[src/rtl/led7seg_scan_if.sv]
// Value-in / segment-and-anode-out bundle for the 4-digit scanned display driver.
interface led7seg_scan_if;
  logic [3:0] I;    // value to display, 0..15
  logic [7:0] LED;  // segments: [0]=a .. [6]=g, [7]=dp
  logic [3:0] SA;   // digit enables, bit k = digit k

  // Value source: drives I, observes the pins
  modport master (
    output I,
    input  LED,
    input  SA
  );

  // Display driver
  modport slave (
    input  I,
    output LED,
    output SA
  );
endinterface

[src/rtl/led7seg_scan.sv]
// Multiplexed 4-digit common-anode 7-segment driver.
// Digits 1:0 show the value in decimal (tens blanked when zero), digit 2 is blank,
// digit 3 shows the value as one hex character with its decimal point lit.
module led7seg_scan #(
  parameter int unsigned SCAN_DIV       = 1000,
  parameter bit          SEG_ACTIVE_LOW = 1'b1,
  parameter bit          AN_ACTIVE_LOW  = 1'b1
) (
  input logic           clk,
  input logic           rst_n,
  led7seg_scan_if.slave bus
);

  localparam int unsigned CntW   = (SCAN_DIV > 1) ? $clog2(SCAN_DIV) : 1;
  localparam logic [CntW-1:0] CntMax = CntW'(SCAN_DIV - 1);
  localparam logic [7:0] LedOff = SEG_ACTIVE_LOW ? 8'hFF : 8'h00;
  localparam logic [3:0] SaOff  = AN_ACTIVE_LOW ? 4'hF : 4'h0;

  // Active-high g..a pattern for one hex character
  function automatic logic [6:0] hex_glyph(input logic [3:0] v);
    logic [6:0] g;
    case (v)
      4'h0: g = 7'h3F;
      4'h1: g = 7'h06;
      4'h2: g = 7'h5B;
      4'h3: g = 7'h4F;
      4'h4: g = 7'h66;
      4'h5: g = 7'h6D;
      4'h6: g = 7'h7D;
      4'h7: g = 7'h07;
      4'h8: g = 7'h7F;
      4'h9: g = 7'h6F;
      4'hA: g = 7'h77;
      4'hB: g = 7'h7C;
      4'hC: g = 7'h39;
      4'hD: g = 7'h5E;
      4'hE: g = 7'h79;
      default: g = 7'h71;
    endcase
    return g;
  endfunction

  logic [3:0]      i_q, i_d;
  logic [CntW-1:0] cnt_q, cnt_d;
  logic [1:0]      idx_q, idx_d;
  logic [7:0]      led_q, led_d;
  logic [3:0]      sa_q, sa_d;

  logic       cnt_wrap;
  logic       tens_nz;
  logic [3:0] ones;
  logic [7:0] glyph;
  logic [3:0] sa_onehot;

  // Prescaler, digit index and output decode from the current (pre-edge) index,
  // so SA and LED always change on the same edge and each digit dwells SCAN_DIV cycles.
  always_comb begin
    i_d      = bus.I;
    cnt_wrap = (cnt_q == CntMax);
    cnt_d    = cnt_wrap ? '0 : cnt_q + 1'b1;
    idx_d    = cnt_wrap ? idx_q + 2'd1 : idx_q;

    // 0..15 only needs one conditional subtract for the decimal split
    tens_nz = (i_q >= 4'd10);
    ones    = tens_nz ? i_q - 4'd10 : i_q;

    glyph = 8'h00;
    unique case (idx_q)
      2'd0: glyph = {1'b0, hex_glyph(ones)};
      2'd1: glyph = tens_nz ? {1'b0, hex_glyph(4'd1)} : 8'h00;
      2'd2: glyph = 8'h00;
      2'd3: glyph = {1'b1, hex_glyph(i_q)};
      default: glyph = 8'h00;
    endcase

    led_d     = SEG_ACTIVE_LOW ? ~glyph : glyph;
    sa_onehot = 4'b0001 << idx_q;
    sa_d      = AN_ACTIVE_LOW ? ~sa_onehot : sa_onehot;
  end

  // State and registered pin drivers; reset blanks the display immediately
  always_ff @(posedge clk or negedge rst_n) begin
    if (!rst_n) begin
      i_q   <= 4'd0;
      cnt_q <= '0;
      idx_q <= 2'd0;
      led_q <= LedOff;
      sa_q  <= SaOff;
    end else begin
      i_q   <= i_d;
      cnt_q <= cnt_d;
      idx_q <= idx_d;
      led_q <= led_d;
      sa_q  <= sa_d;
    end
  end

  assign bus.LED = led_q;
  assign bus.SA  = sa_q;

endmodule

[src/flat_wrapper.sv]
// flat-port wrapper written by rule: the top's interface ports become plain ports
module led7seg_scan_flat 
#(
  parameter int unsigned SCAN_DIV       = 1000,
  parameter bit          SEG_ACTIVE_LOW = 1'b1,
  parameter bit          AN_ACTIVE_LOW  = 1'b1
)
  (clk, rst_n, bus_I, bus_LED, bus_SA);
  led7seg_scan_if bus_i ();
  input logic clk;
  input logic rst_n;
  input wire logic [$bits(bus_i.I)-1:0] bus_I;
  output wire logic [$bits(bus_i.LED)-1:0] bus_LED;
  output wire logic [$bits(bus_i.SA)-1:0] bus_SA;
  assign bus_i.I = bus_I;
  assign bus_LED = bus_i.LED;
  assign bus_SA = bus_i.SA;
  led7seg_scan #(.SCAN_DIV(SCAN_DIV), .SEG_ACTIVE_LOW(SEG_ACTIVE_LOW), .AN_ACTIVE_LOW(AN_ACTIVE_LOW)) u_core (.clk(clk), .rst_n(rst_n), .bus(bus_i));
endmodule
[config.mk]
export PLATFORM = sky130hd
export DESIGN_NAME = led7seg_scan_flat
export DESIGN_NICKNAME = d
export VERILOG_FILES = /design/src/rtl/led7seg_scan_if.sv /design/src/rtl/led7seg_scan.sv /design/src/flat_wrapper.sv
export SDC_FILE = /design/constraint.sdc
export NUM_CORES = 1
export LEC_CHECK = 0
export CAP_MARGIN = 20
export CORE_MARGIN = 5
export CORE_UTILIZATION = 50
export DETAILED_ROUTE_END_ITERATION = 7
export PLACE_DENSITY = 0.77
export SLEW_MARGIN = 20
export SYNTH_ARGS = -nofsm -noshare
export SYNTH_HDL_FRONTEND = slang
export SYNTH_SLANG_ARGS = --single-unit
export TNS_END_PERCENT = 5
[constraint.sdc]
create_clock -name clk -period 2.2 [get_ports clk]
set_input_delay 0.55 -clock clk [delete_from_list [all_inputs] [get_ports clk]]
set_output_delay 0.55 -clock clk [all_outputs]
set_load 0.05 [all_outputs]
# Yosys cells after proc, flatten, opt, wreduce, memory -nomap -nowiden
# Memory sizes are Yosys's and may differ from the RTL's.
# Cells that the tools add are included.
# word_totals
reg_bits	28
latchBits	0
mem_bits_rw	0
romBits	224
in_bits	6
output_inout_bits	12
wordCells	23
n_memories	2
# mem_list
memory	words	word_bits	read_ports	rd_clocked_by_memory_dff	wr	line	text
(name not given)	16	7	1	0	0	led7seg_scan.sv:22	case (v)
(name not given)	16	7	1	0	0	led7seg_scan.sv:22	
# classes
addsub	3
mul	0
n_div	0
magnitude_cmp	1
n_eq_ne	4
shift	1
mux	4
n_bitwise	2
n_reduce_logical	1
# ops
op	count
8-bit case mux with 4 select lines	1
10-bit by 1-bit adder with 10-bit output (second input constant)	1
10-bit equality test (second input constant)	1
10-bit 2-to-1 mux	1
8-bit inverter	1
2-bit equality test (second input constant)	2
4-bit >= comparator (second input constant)	1
4-bit 2-to-1 mux	1
4-bit inverter	1
1-bit by 2-bit left shift with 4-bit output (first input constant)	1
4-bit subtractor (second input constant)	1
3-bit 2-to-1 mux	1
2-bit by 1-bit adder with 2-bit output (second input constant)	1
2-bit by 1-bit equality test with 1-bit output (second input constant)	1
2-bit zero test	1

# Depth between registers and ports, before layout
# Gate-level depths: netlist (run 1).
# An unclocked memory read counts as a cell.
# logic_depth
depth_word	5
depth_mapped	9
ltp_nobuf	9

# Worst setup path before layout (run 1)
# OpenSTA, ideal clock, no wires.
# synth_path
path_kind	register to register
from	register u_core.i_q[0]
to	register u_core.led_q[0] (netlist: u_core.bus.LED[0])
setup_time_ns	0.077
t_arrival_ns	2.060
required_ns	2.123
setup_slack_ns	0.063
path_stages_with_launch	9
n_path_buf	0
synth_period_minus_slack_ns	2.137
path_cell_list	dfrtp_1 -> inv_1 -> ha_1 -> nor2_1 -> o21ai_2 -> ha_1 -> inv_1 -> o32a_2 -> a31oi_1
# synth_via
elab_chain_len	5
word_cells_on_any_way	7
# synth_lines
element	line	text
start: declaration	led7seg_scan.sv:43	logic [3:0] i_q, i_d;
start signal: assignment	led7seg_scan.sv:90	i_q <= i_d;
4-bit subtractor / 4-bit >= comparator (equally long branches)	led7seg_scan.sv:65, led7seg_scan.sv:64	
4-bit 2-to-1 mux	led7seg_scan.sv:65	ones = tens_nz ? i_q - 4'd10 : i_q;
memory 16 x 7 bit	-	
8-bit case mux with 4 select lines *	led7seg_scan.sv:68	unique case (idx_q)
8-bit inverter *	led7seg_scan.sv:76	led_d = SEG_ACTIVE_LOW ? ~glyph : glyph;
net u_core.led_d[0]	led7seg_scan.sv:46	logic [7:0] led_q, led_d;
end signal: assignment	led7seg_scan.sv:87	led_q <= LedOff;
end signal: assignment	led7seg_scan.sv:93	led_q <= led_d;
end: declaration	led7seg_scan.sv:46	
# Mark *: on every way through the listed nets, which the timed path passes. The rest lies on a longest branch.
# A chain may end at the register's enable or synchronous reset.

# Final worst setup path (run 1)
# layout_path
from	register u_core.i_q[1]
to	register u_core.led_q[5] (netlist: u_core.bus.LED[5])
# Same word-level chain as after synthesis.

==> results of run 1 <==
how the worst min path moves through the flow:
| stage | to | slack (ns) | cells past startpoint |
|---|---|---|---|
| global placement | u_core.cnt_q[9] | 0.46 | 1 |
| floorplan | u_core.cnt_q[0] | 0.25 | 0 |
| detailed placement | u_core.cnt_q[9] | 0.47 | 1 |
| CTS | u_core.cnt_q[9] | 0.49 | 1 |
| global route | u_core.cnt_q[0] | 0.53 | 1 |
| finish | u_core.cnt_q[9] | 0.49 | 1 |
cells by family (layout without fill, tap and decap cells):
kind of cell | count (synthesis) | in the layout | synth area share [%]
flip-flops | 28 | 28 | 43.3
multiplexers | 5 | 5 | 3.78
AND/OR/NAND/NOR | 56 | 56 | 17.1
AO/OA/AOI/OAI | 34 | 34 | 15.1
buffers and inverters | 18 | 42 | 5.14
adder cells (fa/ha/maj) | 15 | 15 | 11.3
XOR/XNOR | 8 | 8 | 4.24
flip-flops by register name (all words and copies together), names as in the netlist:
| signal | cells |
|---|---|
| u_core.i_q | 4 |
| u_core.cnt_q | 10 |
| u_core.idx_q | 2 |
| u_core.bus.SA | 4 |
| u_core.bus.LED | 8 |
final cells by class:
cell class,instances,share of cell area [%]
multi-input combinational,118,44.4
inverter,13,2.52
sequential,28,37.0
clock inverter,1,1.55
timing repair buffer,25,10.5
tap,44,2.84
clock buffer,3,1.16
synthesized netlist by cell type (2+ instances only):
cell type,count
nand3_1,11
xor2_1,4
a21oi_1,3
dfstp_2,12
ha_1,15
o21ai_2,2
nand3b_1,2
xnor2_1,4
buf_2,2
mux2i_1,4
nand2b_1,3
inv_1,13
a31oi_1,7
a211oi_1,3
dfrtp_1,16
and3_1,2
nor3_1,3
nor2_1,12
o21ai_0,7
buf_6,2
nand2_1,15
cell usage in the layout, fill, tap and decap left out, types with 2 or more instances in the layout:
cell             instances
nand3_1                 11
a31oi_1                  7
ha_1                    15
xor2_1                   4
nor3_1                   3
o21ai_0                  7
mux2i_1                  4
inv_1                   13
a21oi_1                  3
nand2_1                 15
and3_1                   2
nor2_1                  12
dfstp_2                 12
nand3b_1                 2
clkdlybuf4s50_1          5
dlygate4sd2_1            2
clkbuf_4                 3
o21ai_2                  2
a211oi_1                 3
xnor2_1                  4
buf_4                   18
dfrtp_1                 15
nand2b_1                 3
power by group through the flow:
stage                     clock network (mW)  registers (mW)  logic [mW]
after floorplan                            0           0.630       0.103
after global placement                     0           0.564       0.237
after detailed placement                   0           0.565       0.240
after CTS                              0.346           0.556       0.241
after global routing                   0.368           0.559       0.269
final                                  0.340           0.556       0.249
worst reg2reg max path, stage by stage, from the launching register on:
cell	delay, ns
dfrtp_2	0.50
inv_1	0.11
ha_1	0.38
a211oi_4	0.33
buf_4	0.16
nor2_2	0.04
a221o_1	0.28
a31oi_1	0.18
routing by layer:
layer / vias up / track usage, % / share of wire [%]
li1: 618 / - / -
met1: 613 / 22.0 / 46
met2: 49 / 25.8 / 47
met3: 7 / 2.83 / 6.3
met4: 0 / 4.30 / 1.5
met5: - / 0 / 0
per-stage QoR:
| stage | utilization [%] | area [um^2] | setup TNS [ns] | total power [mW] |
|---|---|---|---|---|
| 3_5_place_dp | 60.0 | 1860 | 0 | 0.805 |
| 4_1_cts | 61.7 | 1910 | 0 | 1.14 |
| 3_3_place_gp | 60.0 | 1860 | 0 | 0.801 |
| 5_1_grt | 62.4 | 1940 | -0.00633 | 1.20 |
| 6_report | 62.4 | 1940 | 0 | 1.14 |
| 2_1_floorplan | - | 1650 | 0 | 0.733 |
what timing repair did:
action	4_1_cts	5_1_grt
endpoints found under the setup margin	3	4
hold buffers	0	0
gates resized for setup	2	2
buffers inserted	0	2
pin swaps	1	1
==> flow_metrics.env, run 1 <==
export IMPL_setup_viol=0
export IMPL_cp_num_cells=7
export IMPL_power_leakage_nw=0.855
export IMPL_drt_first_iter_violations=87
export IMPL_start_kind="register"
export IMPL_synth_edf_count=0
export IMPL_ys_types=43
export IMPL_fill_cells=269
export IMPL_crit_end="u_core.bus.LED[5]"
export IMPL_gp_congestion=0.871
export IMPL_yosys_warnings=0
export IMPL_core_area_um2=3100
export IMPL_internal_power_mw=0.823
export IMPL_max_freq_ghz=0.488
export IMPL_chipHeight_um=67.5
export IMPL_worstPathMaxFanout=9
export IMPL_finClkSkew_ns=0.00586
export IMPL_hp_start="u_core.cnt_q[9]"
export IMPL_post_synth_top_area_cell="dfrtp_1"
export IMPL_path_class="reg2reg"
export IMPL_drive_above_1_share_pct=23.4
export IMPL_reg2reg_from="u_core.i_q[1]"
export IMPL_cts_tree="built"
export IMPL_cp_arrival_ns=2.31
export IMPL_nets=210
export IMPL_synth_seq_cells=28
export IMPL_detail_route_wirelength_um=3250
export IMPL_antenna_found_initial=0
export IMPL_hold_viol_final=0
export IMPL_synth_fp_nets=185
export IMPL_r2r_end="u_core.bus.LED[5]"
export IMPL_hp_class="reg2reg"
export IMPL_slowest_delay_ns=0.50
export IMPL_fin_cells=232
export IMPL_synthArstFlopShare_pct=100
export IMPL_synthCells=164
export IMPL_seq_area_frac_synth_pct=43.3
export IMPL_viasPerCell=5.55
export IMPL_grt_max_degree=29
export IMPL_die_w_um=67.5
export IMPL_start_util_pct=53.3
export IMPL_endpoint_kind="register"
export IMPL_grt_pass1_vias=1216
export IMPL_antennaDiodeCount=0
export IMPL_clockBufferDepth=2
export IMPL_cts_root_buf="clkbuf_4"
export IMPL_ys_top_cells_by_area="dfrtp_1 24%, dfstp_2 19%, ha_1 11%"
export IMPL_slew_viol_final=0
export IMPL_io_buffers=17
export IMPL_worst_slew_pin_slew_ns=0.491
export IMPL_die_area_um2=4560
export IMPL_cp_buffers_inverters=2
export IMPL_cts_sink_count=28
export IMPL_cts_htree_levels=1
export IMPL_drc=0
export IMPL_fin_crit_ns=2.05
export IMPL_clockPowerShare_pct=29.7
export IMPL_cp_required_ns=2.47
export IMPL_pin_count=18
export IMPL_seqPwrFrac_pct=48.6
export IMPL_r2r_slack_ns=0.15
export IMPL_syn2layout_area_growth_pct=17.0
export IMPL_yosys_area_top_type_share_pct=24.2
export IMPL_hpwl_um=2330
export IMPL_power_density_nw_per_um2=591
export IMPL_combPwrFrac_pct=21.7
export IMPL_grt_util_all_layers_pct=16.0
export IMPL_synthesis_area_um2=1650
export IMPL_setup_ws_ns=0.151
export IMPL_avgSynthCellArea_um2=10.1
export IMPL_power_switching_mw=0.322
export IMPL_post_place_ws_ns=0.0741
export IMPL_switching_share_pct=28.1
export IMPL_ff2ff_path_depth=7
export IMPL_insertion_delay_ns=0.33
export IMPL_fin_crit_sh_pct=93.1
export IMPL_firstDrtPassIters=4
export IMPL_register_area_um2=717
export IMPL_synth_flop_cell="dfrtp_1"
export IMPL_crit_family="compound AO/OA/AOI/OAI gates"
export IMPL_status="finished clean"
export IMPL_peakVddDrop_v=0.000305
export IMPL_crit_slowest_cell="dfrtp_2"
export IMPL_numCtsBuffers=3
export IMPL_grt_overflow=0
export IMPL_worstSetupStartpoint="u_core.i_q[1]"
export IMPL_relSlewSlack_pct=67.4
export IMPL_placed_cells=226
export IMPL_maxCapViolations=0
export IMPL_dr_total_vias=1287
export IMPL_multi_input_area_um2=860
export IMPL_postRouteAntennaNets=0
export IMPL_fp_row_count=20
export IMPL_grt_first_pass_wirelength_um=5630
export IMPL_cp_cell_sequence="inv_1 > ha_1 > a211oi_4 > buf_4 > nor2_2 > a221o_1 > a31oi_1"
export IMPL_hold_worst_slack_ns=0.492
export IMPL_routedWlPerCell_um=14.0
export IMPL_path_clk_slew_ns=0.15
Power figures use the tool's default switching activity.
==> run 2: changes to the inputs <==
- MAX_ROUTING_LAYER: not set -> met4
==> run 2 against run 1 <==
Register-to-register slack about the same. Global-route usage fell by 0.11 points. Largest power group unchanged. Design area fell by 0.32%. Non-clock buffer count unchanged. Via count is 1.6% higher. Setup slack worse by 0.011 ns. Combinational power about the same. Hold slack gained 0.0098 ns. Power is 1.1% lower. Count of clock-buffer cells in the layout stayed put. Sequential cell count unchanged. Clock skew up 0.00074 ns.
==> flow_metrics.env, run 2 (synthesis gave the netlist of run 1 again) <==
export IMPL_dr_total_vias=1308
export IMPL_fin_cells=232
export IMPL_setup_viol=0
export IMPL_worst_slew_pin_slew_ns=0.494
export IMPL_power_density_nw_per_um2=587
export IMPL_die_w_um=67.5
export IMPL_max_freq_ghz=0.485
export IMPL_status="finished clean"
export IMPL_insertion_delay_ns=0.33
export IMPL_cts_sink_count=28
export IMPL_nets=210
export IMPL_grt_max_degree=29
export IMPL_placed_cells=226
export IMPL_antennaDiodeCount=0
export IMPL_maxCapViolations=0
export IMPL_cts_root_buf="clkbuf_4"
export IMPL_clockBufferDepth=2
export IMPL_path_class="reg2reg"
export IMPL_pin_count=18
export IMPL_final_common_cell="buf_4"
export IMPL_relSlewSlack_pct=67.2
export IMPL_grt_overflow=0
export IMPL_power_leakage_nw=0.854
export IMPL_detail_route_wirelength_um=3160
export IMPL_drive_above_1_share_pct=23.4
export IMPL_fin_crit_ns=2.06
export IMPL_fp_row_count=20
export IMPL_fin_crit_sh_pct=93.7
export IMPL_hold_path_end="u_core.cnt_q[0]"
export IMPL_firstDrtPassIters=4
export IMPL_viasPerCell=5.64
export IMPL_multi_input_area_um2=853
export IMPL_rsz0062_at_grt="false"
export IMPL_reg2reg_from="u_core.i_q[1]"
export IMPL_cts_tree="built"
export IMPL_endpoint_kind="register"
export IMPL_routedWlPerCell_um=13.6
export IMPL_r2r_slack_ns=0.14
export IMPL_drc=0
export IMPL_syn2layout_area_growth_pct=16.6
export IMPL_r2r_end="u_core.bus.LED[5]"
export IMPL_grt_first_pass_wirelength_um=5360
export IMPL_fill_cells=262
export IMPL_start_util_pct=53.3
export IMPL_gp_congestion=0.870
export IMPL_cp_arrival_ns=2.32
export IMPL_place_area_um2=1860
export IMPL_grt_util_all_layers_pct=15.9
export IMPL_die_area_um2=4560
export IMPL_peakVddDrop_v=0.000355
export IMPL_hp_start="u_core.cnt_q[0]"
export IMPL_cts_htree_levels=1
export IMPL_postRouteAntennaNets=0
export IMPL_cp_required_ns=2.46
export IMPL_ff2ff_path_depth=7
export IMPL_drt_first_iter_violations=91
export IMPL_path_clk_slew_ns=0.15
export IMPL_min_path_cells=1
export IMPL_tns_ns=0
export IMPL_antenna_found_initial=0
export IMPL_hold_viol_final=0
export IMPL_layout_common_cells="18 x buf_4, 15 x nand2_1, 15 x ha_1, 15 x dfrtp_1, 13 x inv_1"
export IMPL_register_area_um2=717
export IMPL_core_area_um2=3100
export IMPL_fin_area_um2=1930
export IMPL_grt_pass1_vias=1211
export IMPL_chipHeight_um=67.5
export IMPL_numCtsBuffers=3
export IMPL_hold_worst_slack_ns=0.501
export IMPL_top_register="u_core.cnt_q"
export IMPL_largest_reg_flops=10
export IMPL_io_buffers=17
export IMPL_postCtsHoldBufs=0
export IMPL_start_kind="register"
export IMPL_finClkSkew_ns=0.00660
export IMPL_hpwl_um=2340
export IMPL_hp_class="reg2reg"
export IMPL_worstPathMaxFanout=9
export IMPL_slew_viol_final=0
## run 2: cell counts in the layout (fill, tap and decap cells not counted)
No cell type changed its count.
## run 2: worst max-delay path, stage by stage (launching register included)
cell	delay, ns
dfrtp_2	0.48
inv_1	0.11
ha_1	0.37
a211oi_4	0.32
buf_4	0.20
nor2_2	0.05
a221o_1	0.29
a31oi_1	0.18
## run 2: power breakdown
group / switching, mW / leakage, nW / internal (mW) / total, mW
Combinational: 0.156 / 0.502 / 0.0902 / 0.246
Sequential: 0.00835 / 0.324 / 0.548 / 0.556
Clock: 0.146 / 0.0279 / 0.184 / 0.330
## run 2: what timing repair did
action | 4_1_cts | 5_1_grt
cloned | 0 | 0
endpoints found under the hold margin | 0 | 0
endpoints found under the setup margin | 2 | 3
pin swaps | 0 | 1
gates resized for setup | 2 | 1
buffers inserted | 0 | 2
## run 2: how the worst max path moves through the flow
stage | from | to | depth (start not counted) | slack [ns]
final | u_core.i_q[1] | u_core.bus.LED[5] | 7 | 0.14
after global routing | u_core.i_q[1] | u_core.bus.LED[3] | 6 | 0.03
after CTS | u_core.i_q[1] | u_core.bus.LED[3] | 6 | 0.0004
after detailed placement | u_core.i_q[1] | u_core.bus.LED[3] | 6 | 0.04
after global placement | u_core.i_q[1] | u_core.bus.LED[5] | 6 | 0.18
after floorplan | u_core.i_q[0] | u_core.bus.LED[0] | 8 | 0.06
## run 2: per-layer routing
metal | track usage [%] | part of all wire, % | wire, um | vias to the layer above
met4 | 6.08 | 2.0 | 62 | 0
li1 | - | - | - | 624
met2 | 24.4 | 45 | 1440 | 61
met3 | 2.66 | 8.0 | 252 | 9
met1 | 20.9 | 45 | 1410 | 614
met5 | - | 0 | 0 | -
## run 2: per-stage QoR
step / setup WS [ns] / total power [mW] / utilization [%]
after floorplan: 0.0627 / 0.733 / -
after global placement: 0.184 / 0.802 / 60.0
after detailed placement: 0.0435 / 0.805 / 60.0
after CTS: 0.000356 / 1.14 / 61.7
after global routing: 0.0286 / 1.19 / 62.2
final: 0.139 / 1.13 / 62.2
## run 2: area by class of cell
type	instances	area share (%)
inverter	13	2.53
timing repair buffer	25	10.5
multi-input combinational	118	44.2
clock inverter	1	1.56
sequential	28	37.2
clock buffer	3	1.17
tap	44	2.85
